===== src/rtl/ex_mem_if.sv =====
// ex_mem_if: EX->MEM pipeline bus. Carries the execute-stage instruction
// fields into the EX/MEM register and the registered MEM-side copies out of
// it, together with the MADD/MSUB accumulator loop back to EX.
// master: the execute side (drives ex_*, hilo_temp_i, cnt_i).
// slave : the EX/MEM stage register (drives mem_*, hilo_temp_o, cnt_o).
interface ex_mem_if #(
   parameter int DATA_W  = 32,
   parameter int REG_AW  = 5,
   parameter int ALUOP_W = 8,
   parameter int CNT_W   = 2
);
   logic                  ex_valid;
   logic [REG_AW-1:0]     ex_wd;
   logic                  ex_wreg;
   logic [DATA_W-1:0]     ex_wdata;
   logic                  ex_whilo;
   logic [DATA_W-1:0]     ex_hi;
   logic [DATA_W-1:0]     ex_lo;
   logic [ALUOP_W-1:0]    ex_aluop;
   logic [DATA_W-1:0]     ex_mem_addr;
   logic [DATA_W-1:0]     ex_reg2;
   logic [DATA_W-1:0]     ex_pc;
   logic [2*DATA_W-1:0]   hilo_temp_i;
   logic [CNT_W-1:0]      cnt_i;

   logic                  mem_valid;
   logic [REG_AW-1:0]     mem_wd;
   logic                  mem_wreg;
   logic [DATA_W-1:0]     mem_wdata;
   logic                  mem_whilo;
   logic [DATA_W-1:0]     mem_hi;
   logic [DATA_W-1:0]     mem_lo;
   logic [ALUOP_W-1:0]    mem_aluop;
   logic [DATA_W-1:0]     mem_mem_addr;
   logic [DATA_W-1:0]     mem_reg2;
   logic [DATA_W-1:0]     mem_pc;
   logic [2*DATA_W-1:0]   hilo_temp_o;
   logic [CNT_W-1:0]      cnt_o;

   modport master (
      output ex_valid, ex_wd, ex_wreg, ex_wdata, ex_whilo, ex_hi, ex_lo,
             ex_aluop, ex_mem_addr, ex_reg2, ex_pc, hilo_temp_i, cnt_i,
      input  mem_valid, mem_wd, mem_wreg, mem_wdata, mem_whilo, mem_hi, mem_lo,
             mem_aluop, mem_mem_addr, mem_reg2, mem_pc, hilo_temp_o, cnt_o
   );

   modport slave (
      input  ex_valid, ex_wd, ex_wreg, ex_wdata, ex_whilo, ex_hi, ex_lo,
             ex_aluop, ex_mem_addr, ex_reg2, ex_pc, hilo_temp_i, cnt_i,
      output mem_valid, mem_wd, mem_wreg, mem_wdata, mem_whilo, mem_hi, mem_lo,
             mem_aluop, mem_mem_addr, mem_reg2, mem_pc, hilo_temp_o, cnt_o
   );
endinterface


===== src/rtl/ex_mem_stage.sv =====
// ex_mem_stage: EX->MEM pipeline register of the MIPS core.
// Per-edge priority: rst > flush > stall_mem (hold) > stall_ex (bubble) > advance.
// A bubble clears the MEM slot but keeps the MADD/MSUB accumulator
// (hilo_temp, cnt) coming from EX so a stalled multi-cycle op survives.
// Optional build macro EX_MEM_PERF_EN adds saturating 32-bit bubble/hold
// event counters (perf_bubble, perf_hold) that clear on rst only.

// Flags the illegal stall vector (MEM stalled while EX runs); simulation only.
module ex_mem_stage_chk (
   input logic clk,
   input logic rst,
   input logic stall_ex,
   input logic stall_mem
);
   a_legal_stall_vector: assert property (
      @(posedge clk) disable iff (rst) !(stall_mem && !stall_ex)
   ) else $error("ex_mem_stage: stall_mem asserted without stall_ex");
endmodule

module ex_mem_stage #(
   parameter int DATA_W  = 32,
   parameter int REG_AW  = 5,
   parameter int ALUOP_W = 8,
   parameter int CNT_W   = 2
) (
   input  logic        clk,
   input  logic        rst,
   input  logic        flush,
   input  logic        stall_ex,
   input  logic        stall_mem,
   ex_mem_if.slave     bus
`ifdef EX_MEM_PERF_EN
   ,
   output logic [31:0] perf_bubble,
   output logic [31:0] perf_hold
`endif
);

   typedef struct packed {
      logic                valid;
      logic [REG_AW-1:0]   wd;
      logic                wreg;
      logic [DATA_W-1:0]   wdata;
      logic                whilo;
      logic [DATA_W-1:0]   hi;
      logic [DATA_W-1:0]   lo;
      logic [ALUOP_W-1:0]  aluop;
      logic [DATA_W-1:0]   mem_addr;
      logic [DATA_W-1:0]   reg2;
      logic [DATA_W-1:0]   pc;
   } stage_t;

   localparam int STAGE_W = $bits(stage_t);
   localparam int HILO_W  = 2 * DATA_W;

   stage_t              stage_r;
   stage_t              stage_nxt_s;
   stage_t              ex_slot_s;
   logic [HILO_W-1:0]   hilo_r;
   logic [HILO_W-1:0]   hilo_nxt_s;
   logic [CNT_W-1:0]    cnt_r;
   logic [CNT_W-1:0]    cnt_nxt_s;
   logic                hold_s;
   logic                bubble_s;

   // Pack the EX slot; an invalid slot is never allowed to write GPR or HI/LO.
   always_comb begin
      ex_slot_s.valid    = bus.ex_valid;
      ex_slot_s.wd       = bus.ex_wd;
      ex_slot_s.wreg     = bus.ex_wreg & bus.ex_valid;
      ex_slot_s.wdata    = bus.ex_wdata;
      ex_slot_s.whilo    = bus.ex_whilo & bus.ex_valid;
      ex_slot_s.hi       = bus.ex_hi;
      ex_slot_s.lo       = bus.ex_lo;
      ex_slot_s.aluop    = bus.ex_aluop;
      ex_slot_s.mem_addr = bus.ex_mem_addr;
      ex_slot_s.reg2     = bus.ex_reg2;
      ex_slot_s.pc       = bus.ex_pc;
   end

   // Next-state selection following flush > hold > bubble > advance.
   always_comb begin
      stage_nxt_s = stage_r;
      hilo_nxt_s  = hilo_r;
      cnt_nxt_s   = cnt_r;
      hold_s      = 1'b0;
      bubble_s    = 1'b0;
      if (flush) begin
         stage_nxt_s = {STAGE_W{1'b0}};
         hilo_nxt_s  = {HILO_W{1'b0}};
         cnt_nxt_s   = {CNT_W{1'b0}};
      end else if (stall_mem) begin
         hold_s      = 1'b1;
      end else if (stall_ex) begin
         bubble_s    = 1'b1;
         stage_nxt_s = {STAGE_W{1'b0}};
         hilo_nxt_s  = bus.hilo_temp_i;
         cnt_nxt_s   = bus.cnt_i;
      end else begin
         stage_nxt_s = ex_slot_s;
         hilo_nxt_s  = {HILO_W{1'b0}};
         cnt_nxt_s   = {CNT_W{1'b0}};
      end
   end

   // Stage register with synchronous reset.
   always_ff @(posedge clk) begin
      if (rst) begin
         stage_r <= {STAGE_W{1'b0}};
         hilo_r  <= {HILO_W{1'b0}};
         cnt_r   <= {CNT_W{1'b0}};
      end else begin
         stage_r <= stage_nxt_s;
         hilo_r  <= hilo_nxt_s;
         cnt_r   <= cnt_nxt_s;
      end
   end

   assign bus.mem_valid    = stage_r.valid;
   assign bus.mem_wd       = stage_r.wd;
   assign bus.mem_wreg     = stage_r.wreg;
   assign bus.mem_wdata    = stage_r.wdata;
   assign bus.mem_whilo    = stage_r.whilo;
   assign bus.mem_hi       = stage_r.hi;
   assign bus.mem_lo       = stage_r.lo;
   assign bus.mem_aluop    = stage_r.aluop;
   assign bus.mem_mem_addr = stage_r.mem_addr;
   assign bus.mem_reg2     = stage_r.reg2;
   assign bus.mem_pc       = stage_r.pc;
   assign bus.hilo_temp_o  = hilo_r;
   assign bus.cnt_o        = cnt_r;

`ifdef EX_MEM_PERF_EN
   logic [31:0] perf_bubble_r;
   logic [31:0] perf_hold_r;

   // Saturating bubble/hold event counters; flush does not clear them.
   always_ff @(posedge clk) begin
      if (rst) begin
         perf_bubble_r <= 32'd0;
         perf_hold_r   <= 32'd0;
      end else begin
         if (bubble_s && (perf_bubble_r != 32'hFFFF_FFFF)) begin
            perf_bubble_r <= perf_bubble_r + 32'd1;
         end
         if (hold_s && (perf_hold_r != 32'hFFFF_FFFF)) begin
            perf_hold_r <= perf_hold_r + 32'd1;
         end
      end
   end

   assign perf_bubble = perf_bubble_r;
   assign perf_hold   = perf_hold_r;
`endif

   ex_mem_stage_chk u_chk (
      .clk       (clk),
      .rst       (rst),
      .stall_ex  (stall_ex),
      .stall_mem (stall_mem)
   );

endmodule

===== src/flat_wrapper.sv =====
// flat-port wrapper written by rule: the top's interface ports become plain ports
module ex_mem_stage_flat 
#(
   parameter int DATA_W  = 32,
   parameter int REG_AW  = 5,
   parameter int ALUOP_W = 8,
   parameter int CNT_W   = 2
)
  (clk, rst, flush, stall_ex, stall_mem, bus_ex_valid, bus_ex_wd, bus_ex_wreg, bus_ex_wdata, bus_ex_whilo, bus_ex_hi, bus_ex_lo, bus_ex_aluop, bus_ex_mem_addr, bus_ex_reg2, bus_ex_pc, bus_hilo_temp_i, bus_cnt_i, bus_mem_valid, bus_mem_wd, bus_mem_wreg, bus_mem_wdata, bus_mem_whilo, bus_mem_hi, bus_mem_lo, bus_mem_aluop, bus_mem_mem_addr, bus_mem_reg2, bus_mem_pc, bus_hilo_temp_o, bus_cnt_o);
  ex_mem_if #(.DATA_W(DATA_W), .REG_AW(REG_AW), .ALUOP_W(ALUOP_W), .CNT_W(CNT_W)) bus_i ();
  input  logic clk;
  input  logic rst;
  input  logic flush;
  input  logic stall_ex;
  input  logic stall_mem;
  input wire logic [$bits(bus_i.ex_valid)-1:0] bus_ex_valid;
  input wire logic [$bits(bus_i.ex_wd)-1:0] bus_ex_wd;
  input wire logic [$bits(bus_i.ex_wreg)-1:0] bus_ex_wreg;
  input wire logic [$bits(bus_i.ex_wdata)-1:0] bus_ex_wdata;
  input wire logic [$bits(bus_i.ex_whilo)-1:0] bus_ex_whilo;
  input wire logic [$bits(bus_i.ex_hi)-1:0] bus_ex_hi;
  input wire logic [$bits(bus_i.ex_lo)-1:0] bus_ex_lo;
  input wire logic [$bits(bus_i.ex_aluop)-1:0] bus_ex_aluop;
  input wire logic [$bits(bus_i.ex_mem_addr)-1:0] bus_ex_mem_addr;
  input wire logic [$bits(bus_i.ex_reg2)-1:0] bus_ex_reg2;
  input wire logic [$bits(bus_i.ex_pc)-1:0] bus_ex_pc;
  input wire logic [$bits(bus_i.hilo_temp_i)-1:0] bus_hilo_temp_i;
  input wire logic [$bits(bus_i.cnt_i)-1:0] bus_cnt_i;
  output wire logic [$bits(bus_i.mem_valid)-1:0] bus_mem_valid;
  output wire logic [$bits(bus_i.mem_wd)-1:0] bus_mem_wd;
  output wire logic [$bits(bus_i.mem_wreg)-1:0] bus_mem_wreg;
  output wire logic [$bits(bus_i.mem_wdata)-1:0] bus_mem_wdata;
  output wire logic [$bits(bus_i.mem_whilo)-1:0] bus_mem_whilo;
  output wire logic [$bits(bus_i.mem_hi)-1:0] bus_mem_hi;
  output wire logic [$bits(bus_i.mem_lo)-1:0] bus_mem_lo;
  output wire logic [$bits(bus_i.mem_aluop)-1:0] bus_mem_aluop;
  output wire logic [$bits(bus_i.mem_mem_addr)-1:0] bus_mem_mem_addr;
  output wire logic [$bits(bus_i.mem_reg2)-1:0] bus_mem_reg2;
  output wire logic [$bits(bus_i.mem_pc)-1:0] bus_mem_pc;
  output wire logic [$bits(bus_i.hilo_temp_o)-1:0] bus_hilo_temp_o;
  output wire logic [$bits(bus_i.cnt_o)-1:0] bus_cnt_o;
  assign bus_i.ex_valid = bus_ex_valid;
  assign bus_i.ex_wd = bus_ex_wd;
  assign bus_i.ex_wreg = bus_ex_wreg;
  assign bus_i.ex_wdata = bus_ex_wdata;
  assign bus_i.ex_whilo = bus_ex_whilo;
  assign bus_i.ex_hi = bus_ex_hi;
  assign bus_i.ex_lo = bus_ex_lo;
  assign bus_i.ex_aluop = bus_ex_aluop;
  assign bus_i.ex_mem_addr = bus_ex_mem_addr;
  assign bus_i.ex_reg2 = bus_ex_reg2;
  assign bus_i.ex_pc = bus_ex_pc;
  assign bus_i.hilo_temp_i = bus_hilo_temp_i;
  assign bus_i.cnt_i = bus_cnt_i;
  assign bus_mem_valid = bus_i.mem_valid;
  assign bus_mem_wd = bus_i.mem_wd;
  assign bus_mem_wreg = bus_i.mem_wreg;
  assign bus_mem_wdata = bus_i.mem_wdata;
  assign bus_mem_whilo = bus_i.mem_whilo;
  assign bus_mem_hi = bus_i.mem_hi;
  assign bus_mem_lo = bus_i.mem_lo;
  assign bus_mem_aluop = bus_i.mem_aluop;
  assign bus_mem_mem_addr = bus_i.mem_mem_addr;
  assign bus_mem_reg2 = bus_i.mem_reg2;
  assign bus_mem_pc = bus_i.mem_pc;
  assign bus_hilo_temp_o = bus_i.hilo_temp_o;
  assign bus_cnt_o = bus_i.cnt_o;
  ex_mem_stage #(.DATA_W(DATA_W), .REG_AW(REG_AW), .ALUOP_W(ALUOP_W), .CNT_W(CNT_W)) u_core (.clk(clk), .rst(rst), .flush(flush), .stall_ex(stall_ex), .stall_mem(stall_mem), .bus(bus_i));
endmodule

===== config.mk =====
export PLATFORM = sky130hd
export DESIGN_NAME = ex_mem_stage_flat
export DESIGN_NICKNAME = d
export VERILOG_FILES = /design/src/rtl/ex_mem_if.sv /design/src/rtl/ex_mem_stage.sv /design/src/flat_wrapper.sv
export SDC_FILE = /design/constraint.sdc
export NUM_CORES = 1
export LEC_CHECK = 0
export CAP_MARGIN = 30
export CORE_AREA = 3 3 214 216
export DETAILED_ROUTE_END_ITERATION = 10
export DIE_AREA = 0 0 217 219
export DONT_BUFFER_PORTS = 1
export GPL_TIMING_DRIVEN = 0
export SKIP_LAST_GASP = 1
export SLEW_MARGIN = 10
export SYNTH_ARGS = -nofsm -noshare
export SYNTH_HDL_FRONTEND = slang
export SYNTH_SLANG_ARGS = --single-unit

===== constraint.sdc =====
create_clock -name clk -period 1.35 [get_ports clk]
set_input_delay 0.2025 -clock clk [delete_from_list [all_inputs] [get_ports clk]]
set_output_delay 0.2025 -clock clk [all_outputs]
set_load 0.005 [all_outputs]

# After elaboration in Yosys (flattened, before gate mapping)

Cells that the tools add are included.

Multiplexer cells: 3
Reduce and logical (&&, ||, !) cells: 1
Bitwise operators: 2

Operators with widths:

| kind            | count |
|---|---|
| $mux 208        | 1 |
| $mux 64         | 1 |
| $and 1x1->1     | 2 |
| $mux 2          | 1 |
| $reduce_or 2->1 | 1 |

Output and inout bits: 274
Word-level logic and storage cells: 19
Bits in registers: 274
Input bits: 279

# Longest topological paths before layout

Depth in word-level cells: 2
Depth in mapped cells: 6
Depth with buffers taken out: 2

# Least setup slack after synthesis

No wires, ideal clock.

Kind: input to register
From: in stall_mem
To: reg u_core.stage_r (netlist bit u_core.bus.mem_wdata[20])
Data required time: 1.280 ns
Buffers on the path: 3
Stages: 5
Setup time: 0.070 ns
Setup slack: 0.230 ns
Arrival: 1.050 ns
Cells stage by stage: buf_6 buf_6 buf_6 or3b_1 a21oi_1

RTL lines:

| element              | RTL line            | source |
|---|---|---|
| start, declared      | flat_wrapper.sv:15  | `input logic stall_mem;` |
| end signal, assigned | ex_mem_stage.sv:109 | `stage_r <= {STAGE_W{1'b0}};` |
| end signal, assigned | ex_mem_stage.sv:113 | `stage_r <= stage_nxt_s;` |
| end, declared        | ex_mem_stage.sv:56  | `stage_t stage_r;` |

# Final worst setup path

From: reg u_core.stage_r (netlist bit u_core.bus.mem_mem_addr[2])
To: out bus_mem_mem_addr[2]

RTL lines:

| element       | RTL line           | source |
|---|---|---|
| end, declared | flat_wrapper.sv:37 | `output wire logic [$bits(bus_i.mem_mem_addr)-1:0] bus_mem_mem_addr;` |

No word-level cell between the ends.

==> results.md <==
- The flow ran to the end, and the final reports show no timing, DRC or antenna violations.
- Data arrives at the worst endpoint at roughly 1.0 ns.
- The via count of the first global-routing pass was ~11000.
- The sequential-to-total area share from yosys stat is approximately half.
- After synthesis, the cell types taking the most area are dfxtp_1 (50%), or3b_1 (17%), a21oi_1 (13%).
- In this run the vertical extent of the chip is 219 µm.
- The count of endpoints failing hold in the final timing report is 0.
- The tightest min-delay check is of the in2reg type.
- Setup violations remaining at the end of the flow were counted as 0.
- After clock tree synthesis, the clock-pin slew on the worst setup and hold paths is 0.06 ns.
- The final sum of negative setup slack is 0 ns.
- When the netlist entered floorplanning its net count stood at around 1500.
- The number of cells in the design after placement is roughly 1800.
- The post-synthesis share of cell area spent on full adders, half adders and majority gates is 0%.
- The detail route stage leaves a number of antenna-violating nets equal to 0.
- The die footprint is 47500 µm².
- CTS saw 274 sinks.
- Setup repair after global routing left no endpoint under its margin.
- The global routing usage summed across all routing layers is 17.1%.
- Along the worst path, the maximum fanout reaches 2.
- At the worst endpoint, the required time is 1.15 ns.
- The clock passes through at most 3 buffers.
- The number of setup buffers added after CTS is 0.
- For this run, the top clock speed supported by timing is 802 MHz.
- The region available for standard cell placement spans roughly 44000 µm².
- After detailed routing, the number of vias per cell comes to around 4.8.
- The number of standard-cell rows in the floorplan is 77.
- The number of cells produced by synthesis is approximately 1200.
- The boundary pin count is ~550.
- Summing over every cut layer, the via total after detailed routing is 10300.
- Prior to clock tree synthesis, the placed netlist has a worst setup slack of -0.413 ns.
- After the first detailed-routing iteration, the DRC count stood at 608.
- The xor and xnor fraction of the mapped netlist area is 0%.
- After synthesis, the most frequently instantiated cells are a21oi_1 (274), dfxtp_1 (274), nand2_1 (274).
- The share of the synthesized area in the top cell type is 50.4%.
- In this run, synthesis produced a sequential element count of 274.
- The number of non-filler instances in the completed layout is 2143.
- During synthesis, Yosys emitted a total of 0 warnings.
- The depth of the CTS H-tree is 1.
- The initial antenna violation count was 1.
- Entering global routing, the biggest net connects 15 pins.
- The post-CTS resize count is 0.
- The total of max-cap violations is 0.
- The mapped cell area is 10900 µm².
- The minimum period implied by the final worst setup slack is 1.25 ns.
- The actual transition at the worst max-transition pin is 0.691 ns.
- The first global-routing pass estimated 63800 µm of wire.
- TritonCTS built the clock tree.
- The final period utilization is between 90% and 100%.
- In the synthesized netlist the dominant register cell turns out to be dfxtp_1.
- After detailed routing, the number of remaining DRC violations is 0.
- In this run the power density over the cells is 1250 nW/µm².
- Across the VDD grid, the largest voltage drop is approximately 0.94 mV.
- The relative max-transition margin is 54.0%.
- The critical path is of the reg2out type.
- In this run the horizontal extent of the chip is approximately 220 µm.
- The average wire per cell in the routed design is between 20 and 25 µm.
- The total length of routed wires is 44000 µm.
- The final weighted congestion in routability-driven placement is 0.850.
- The number of flops mapped to enable cells by yosys is 0.
- Dividing the synthesized area by the synthesized cell count gives 8.93 µm².
- The category of the worst setup path capture point is an output pin.
- The worst path meets setup with a little over 0.1 ns of slack.
- For this run, the detailed router's first-pass iteration total came to 5.
- Clock tree synthesis selected as its root buffer the cell clkbuf_16.
- In this run, CTS created clock tree buffers numbering 30.
- The number of max-slew violations in the final report is 0.
- Of the post-synthesis cell area, the part taken by muxes is 0%.
- Summed over all cells, the static leakage comes to between 5 and 6 nW.
- By area, the combinational part of the netlist is dominated by simple AND/OR/NAND/NOR gates.
- The final worst clock skew is 0 ns.
- The initial utilization of the core area, before any placement, comes to 24.7%.
- The dominant cell type by area after synthesis is dfxtp_1.
- The clock network latency to the later pin of the worst-skew pair is ~0.56 ns.
- Summing the areas of all and, or, nand and nor instances in the mapped netlist gives 30.9% of the synthesized area.
- For this run, the post-layout net count is between 1500 and 2000.
- The total global routing overflow is 0.
- The half-perimeter wire length of the detailed placement result is 31100 µm.
- The async set or reset register ratio after synthesis is 0%.
- The category of the worst setup path launch point is a register.
- The area overhead of the layout relative to synthesis is 42.2%.
- The final cell utilization of the core is 35.1%.
- Counting distinct cell types in the post-synthesis netlist gives 13.
- Summing the areas of all compound-gate instances in the mapped netlist gives 12.6% of the synthesized area.
- The number of port buffers is 0.
- Cells with a size suffix above 1 make up 7.42% of the layout.
-- worst reg2reg max path, stage by stage, from the launching register on --
cell and delay (ns):
dfxtp_1 0.45, nand2_1 0.12, a21oi_1 0.18
-- kinds of logic after synthesis --
| kind of cell | count (synthesis) |
|---|---|
| buffers and inverters | 122 |
| AO/OA/AOI/OAI | 274 |
| AND/OR/NAND/NOR | 549 |
| flip-flops | 274 |
-- registers in the layout, indices dropped and copies added, names as in the netlist --
signal and cells:
u_core.bus.mem_mem_addr 32, u_core.bus.cnt_o 2, u_core.bus.mem_wd 5, u_core.bus.mem_wdata 32, u_core.bus.mem_pc 32, u_core.bus.mem_hi 32
u_core.bus.mem_lo 32, u_core.bus.hilo_temp_o 64, u_core.bus.mem_valid 1, u_core.bus.mem_wreg 1, u_core.bus.mem_aluop 8, u_core.bus.mem_whilo 1
u_core.bus.mem_reg2 32
-- stage by stage --
step           total power (W)  area [µm²]  hold WS, ns
2_1_floorplan          0.00937       10900        0.367
3_3_place_gp           0.00975       11600        0.372
3_5_place_dp           0.00978       11600        0.376
4_1_cts                 0.0194       15500        0.157
5_1_grt                 0.0199       15500        0.223
6_report                0.0193       15500        0.189
-- per-layer routing --
layer	track usage, %	wire [µm]
met4	7.52	1890
met2	30.9	22000
met3	4.97	3920
met5	0	0
met1	18.6	16200
-- report_power, final --
| part | total [W] | internal (W) | switching [W] |
|---|---|---|---|
| Sequential | 0.00841 | 0.00825 | 0.000160 |
| Combinational | 0.00188 | 0.000962 | 0.000914 |
| Clock | 0.00898 | 0.00548 | 0.00349 |
| Total | 0.0193 | 0.0147 | 0.00457 |
-- area by class of cell --
cell class,count,area (µm²)
Fill cell,4318,28700
Sequential cell,274,5490
Multi-Input combinational cell,823,4730
Timing Repair Buffer,274,2740
Clock buffer,42,917
Tap cell,592,741
Buffer,122,667
Clock inverter,14,183
Antenna cell,2,5.00
-- path summary, 6_finish.rpt --
kind / slack [ns] / endpoint / from / depth (start not counted)
max: 0.10 / bus_mem_mem_addr[2] / u_core.bus.mem_mem_addr[2] / 0
min: 0.19 / u_core.bus.mem_wdata[31] / stall_ex / 3
max reg2reg: 0.52 / u_core.bus.mem_mem_addr[28] / u_core.bus.mem_mem_addr[28] / 2
min reg2reg: 0.48 / u_core.bus.mem_lo[23] / u_core.bus.mem_lo[23] / 2
-- what timing repair did --
item | in CTS | in global routing
setup endpoints to repair | 0 | 0
hold buffers | 274 | 0
hold endpoints to repair | 274 | 0
-- layout by cell type (no fill, tap or decap) --
cell	Yosys	routed
clkinv_2	0	6
buf_2	39	39
dlygate4sd3_1	0	274
clkbuf_8	0	10
a21oi_1	274	274
nand2_1	274	274
or3b_1	206	206
clkbuf_2	1	1
clkbuf_16	0	31
buf_6	19	19
buf_1	11	11
nand3b_1	66	66
or2_1	1	1
nand4bb_1	2	2
dfxtp_1	274	274
diode_2	0	2
buf_12	1	1
clkinvlp_4	0	2
clkbuf_1	51	52
clkinv_4	0	2
bufinv_16	0	4
(Power assumes the default switching activity.)
